**src/rtl/normshift_iter.sv**
```systemverilog
// Iterative left-normalization shifter: shifts an operand left by up to STEP
// bits per cycle until its MSB is set, reporting the total shift applied.
//
// state | meaning
// IDLE  | waiting for an operand, InReady=1
// SHIFT | normalizing, up to STEP positions per cycle
// DONE  | result presented, OutValid=1 until OutReady
module normshift_iter #(
    parameter  int WIDTH = 64,
    parameter  int STEP  = 8,
    localparam int CW    = $clog2(WIDTH + 1)
) (
    input  logic             clk,
    input  logic             reset,
    input  logic             InValid,
    output logic             InReady,
    input  logic [WIDTH-1:0] In,
    output logic             OutValid,
    input  logic             OutReady,
    output logic [WIDTH-1:0] Norm,
    output logic [CW-1:0]    ShiftCnt,
    output logic             Zero
);

    localparam int SW = $clog2(STEP + 1);

    typedef enum logic [1:0] {
        IDLE  = 2'd0,
        SHIFT = 2'd1,
        DONE  = 2'd2
    } state_t;

    state_t           state;
    state_t           state_nxt;
    logic [WIDTH-1:0] value;
    logic [CW-1:0]    count;
    logic             zero;

    logic             accept;
    logic [STEP-1:0]  window;
    logic [SW-1:0]    shamt;
    logic [WIDTH-1:0] shifted;

    // Leading zeros of the top window; an all-zero window yields STEP.
    function automatic logic [SW-1:0] win_lzc(input logic [STEP-1:0] w);
        logic [SW-1:0] r;
        r = SW'(STEP);
        for (int i = 0; i < STEP; i++) begin
            if (w[i]) begin
                r = SW'(STEP - 1 - i);
            end
        end
        return r;
    endfunction

    assign accept  = InValid && (state == IDLE);
    assign window  = value[WIDTH-1 -: STEP];
    assign shamt   = win_lzc(window);
    assign shifted = value << shamt;

    always_ff @(posedge clk or posedge reset) begin
        if (reset) begin
            state <= IDLE;
        end else begin
            state <= state_nxt;
        end
    end

    always_comb begin
        state_nxt = state;
        case (state)
            IDLE: begin
                if (InValid) begin
                    if ((In == '0) || In[WIDTH-1]) begin
                        state_nxt = DONE;
                    end else begin
                        state_nxt = SHIFT;
                    end
                end
            end
            SHIFT: begin
                if (shifted[WIDTH-1]) begin
                    state_nxt = DONE;
                end
            end
            DONE: begin
                if (OutReady) begin
                    state_nxt = IDLE;
                end
            end
            default: state_nxt = IDLE;
        endcase
    end

    always_comb begin
        InReady  = (state == IDLE);
        OutValid = (state == DONE);
        Norm     = value;
        ShiftCnt = count;
        Zero     = zero;
    end

    // Datapath registers; they only move on accept or while shifting.
    always_ff @(posedge clk or posedge reset) begin
        if (reset) begin
            value <= '0;
            count <= '0;
            zero  <= 1'b0;
        end else if (accept) begin
            value <= In;
            count <= '0;
            zero  <= 1'b0;
            if (In == '0) begin
                zero  <= 1'b1;
                count <= CW'(WIDTH);
            end
        end else if (state == SHIFT) begin
            value <= shifted;
            count <= count + CW'(shamt);
        end
    end

endmodule

```
**config.mk**
```make
export PLATFORM = sky130hd
export DESIGN_NAME = normshift_iter
export DESIGN_NICKNAME = d
export VERILOG_FILES = /design/src/rtl/normshift_iter.sv
export SDC_FILE = /design/constraint.sdc
export NUM_CORES = 1
export LEC_CHECK = 0
export CORE_ASPECT_RATIO = 1.4
export CORE_MARGIN = 4
export CORE_UTILIZATION = 65
export CTS_BUF_LIST = sky130_fd_sc_hd__clkbuf_4
export DETAILED_ROUTE_END_ITERATION = 7
export DONT_BUFFER_PORTS = 1
export GPL_TIMING_DRIVEN = 0
export PLACE_DENSITY = 0.85
export REMOVE_ABC_BUFFERS = 1
export SLEW_MARGIN = 10
export SYNTH_ARGS = -nofsm -noshare
export SYNTH_HDL_FRONTEND = slang
export SYNTH_SLANG_ARGS = --single-unit
```
**constraint.sdc**
```tcl
create_clock -name clk -period 3.8 [get_ports clk]
set_input_delay 0.57 -clock clk [delete_from_list [all_inputs] [get_ports clk]]
set_output_delay 0.57 -clock clk [all_outputs]
set_load 0.05 [all_outputs]
```
==> results.md <==
- Core ar.: 0.00956 sq mm
- Netlist Area Pre-Place: 0.00643 sq mm
- Clk sink count: 74
- Nets: 768
- Worst path max stage delay: 600 ps
- Failing checks: design-rule violations
- Fin crit period: 3490 ps
- Leak: 2.88 nW
- Compound-Gate Fraction of Synth Area: 0.226
- Layout cells sized above 1: 0.0930
- Post-layout util: 0.698
- Die width: 92.1 um
- Flop pwr share: 0.379
- Clock group share of total power: 0.085
- Clock latency on the worst-skew pair: 480 ps
- Crit-path slowest cell: dfrtp_2
- Fin crit share: 0.917
- Total gr overflow: 0
- Yosys top cell by area: dfrtp_1
- Final setup fails: 0
- GR peak layer: met2
- Flop-to-flop setup slack: 310 ps
- Comb power frac: 0.536
- Startpoint Class: register
- Critical path endpoint category: register
- Largest family of logic cells by synthesized area: multiplexers
- Asr flop ratio synth: 1.00
- Area of the die: 0.0116 sq mm
- Initial antenna violation count: 0
- Worst-Margin Slew: 1210 ps
- Clock Pin Slew Worst Setup and Hold Paths: 150 ps
- Mux share of post-synthesis cell area: 0.246
- Fin. Hold Viols: 0
- Relative slew margins: 0.192
- Inst Count DP: 812
- Internal power: 3.10 mW
- DRC Markers: 2
- Crit. Startpoint: Norm[57]
- Vias: 6479
- Cells after Synth: 735
- Yosys Warn Count: 0
- Pwr/cell area: 1160 mW/mm^2
- Drt first pass iters: 8
- H-tree depth: 3
- DR vias/cell: 7.80
- Ports: 142
- Register area share after synthesis: 0.288
- Unrepaired setup endpoints after global routing: false
- Initial Util: 0.672
- Root buffer cell: clkbuf_4
- Met2 Use GR: 0.605
- Max frequency: 287 MHz
- CTS tree: built
- Post-synth EDFFs: 0
- N_diodes: 0
- Crit path depth: 14
- Max Slew Vio Count: 0
- Worst setup path end: ShiftCnt[6]
- M3 GR Usage: 0.0877
- Top-count cell post-synth: mux2i_1
- WP buf/inv: 3
- Max-cap violation count: 0
- Synth Area in Adders: 0.0128
- Area grow syn2layout: 3.78%
- FF-to-FF path depth: 14
- CP Class: register to register
- Final std cells w/o fill: 831
- Synth cell count leaders: mux2i_1 (149), dfrtp_1 (74), nand2_1 (67), o21ai_0 (57), a21oi_1 (46)
- Synth cell types: 61
- Vias in the first global route: 6230
- Synth Register Bits: 74
- Site row count: 42
- Worst hold path class: primary input to register
- Critical path, cell by cell: nand2b_1, a21oi_2, a2bb2oi_4, buf_12, clkinv_2, ha_1, inv_1, fa_1, nor2b_1, o21ai_0, nand2b_1, a31oi_1, o21ai_0, o311ai_0
- Syn Area/Cell: 8.75 sq um
- Main synth FF type: dfrtp_1
- Post-Synth XOR/XNOR Area: 0.00272
- Post-Synth Simple-Gate Area: 0.167
- Switching Power: 4.66 mW
- Largest net degree at the start of global routing: 63
- DP HPWL: 15400 um
- Largest cells by area after synthesis: dfrtp_1 (29%), mux2i_1 (23%), o221ai_1 (5.2%)
- Post-synth top area share: 0.288
- Worst Skew: 19.0 ps
- Clock buffer count from CTS: 9
- Gpl congestion: 0.950
- Fill cells: 780
- RR Startpoint: Norm[57]
- Top Family by Delay on Critical Path: compound AO/OA/AOI/OAI gates
- GRT Util Overall: 0.375
- Die Ht: 126 um
- Grt met1 use: 0.470
- Worst EP required: 4150 ps
- WL/cell: 26.9 um
- Status: complete, but fails checks
- Sw Ratio: 0.601
- WP data arrival: 3830 ps
- Initial DRC count: 1070
- Capture point of the worst reg-to-reg path: ShiftCnt[6]
- Hold WS: 218 ps
- First-pass GRT wire length: 34600 um
- Critical path fanouts, max: 23
- PnR Total Power: 7.76 mW
- Worst VDD drop: 0.584 mV
- Port bufs: 0
- Routed Antenna Nets: 0
- Max clock buf depth: 2
- Detailed-route wire length: 22400 um
cells in the final DEF, fill, tap and decap left out, types with 8 or more instances in the layout:
cell type and instances:
nor4_1 19, clkbuf_4 9, mux2i_1 149, o221ai_1 38, mux2_2 8, nor2_1 34
nand3_1 13, a221oi_1 8, a21oi_1 45, nand2_1 67, o21ai_0 57, dfrtp_1 66
inv_1 8, o211ai_1 9, and3_1 41
sequential cells by signal (all words and copies together), names as in the netlist:
register,cells
ShiftCnt,7
Zero,1
Norm,64
state,2
logic make-up (layout without fill, tap and decap cells):
logic type,count (synthesis),after routing
mux,157,157
compound gates,215,216
flops,74,74
simple gates,207,207
fa+ha+maj,6,6
xor+xnor,2,2
buf+inv,74,37
layout make-up:
class	instances	area (sq um)	share of cell area
inverters	13	60.1	0.00900
clock inverters	7	118	0.0176
flip-flops and latches	74	1860	0.279
clock buffers	9	67.6	0.0101
well taps	132	165	0.0248
multi-input cells	588	4250	0.637
repair buffers	8	148	0.0221
metal layers:
| metal | vias to the layer above | part of all wire |
|---|---|---|
| li1 | 2743 | - |
| met1 | 3102 | 0.35 |
| met2 | 523 | 0.47 |
| met3 | 111 | 0.12 |
| met4 | 0 | 0.054 |
| met5 | - | 0 |
power by group through the flow:
stage                     Sequential (mW)  Combinational (mW)  Clock, mW
after floorplan                      2.67                3.02          0
after global placement               2.91                3.75          0
after detailed placement             2.93                3.92          0
after CTS                            2.91                3.95      0.651
after global routing                 3.00                4.43      0.687
final                                2.94                4.16      0.661
per-stage QoR:
| stage | worst slack, ps | cell area [sq um] | TNS, ps |
|---|---|---|---|
| final | 315 | 6670 | 0 |
| after global routing | 95.0 | 6670 | 0 |
| after CTS | 41.0 | 6630 | 0 |
| after detailed placement | -83.9 | 6430 | -83.9 |
| after global placement | -2570 | 6270 | -112060 |
| after floorplan | -1310 | 6110 | -24900 |
worst reg2reg max path, delay by kind of cell (launching register included):
family                     cells  cell delay, ps
AOI/OAI and AO/OA              6             960
adders and majority gates      2             700
buffers and inverters          3             570
DFF                            1             600
and+or+nand+nor                3             530
how the worst min path moves through the flow:
stage                   from        to  cells after the start
floorplan           state[1]  state[0]                      1
global placement    state[1]  state[0]                      1
detailed placement     reset  Norm[15]                      1
CTS                   In[51]  Norm[51]                      1
global route          In[51]  Norm[51]                      1
finish                In[51]  Norm[51]                      1
what timing repair did:
action | 4_1_cts | 5_1_grt
endpoints found under the hold margin | 21 | 0
resized for setup | 3 | 10
hold buffers | 1 | 0
endpoints found under the setup margin | 1 | 8
setup buffers | 0 | 1
cloned | 0 | 1
(Power assumes the default switching activity.)
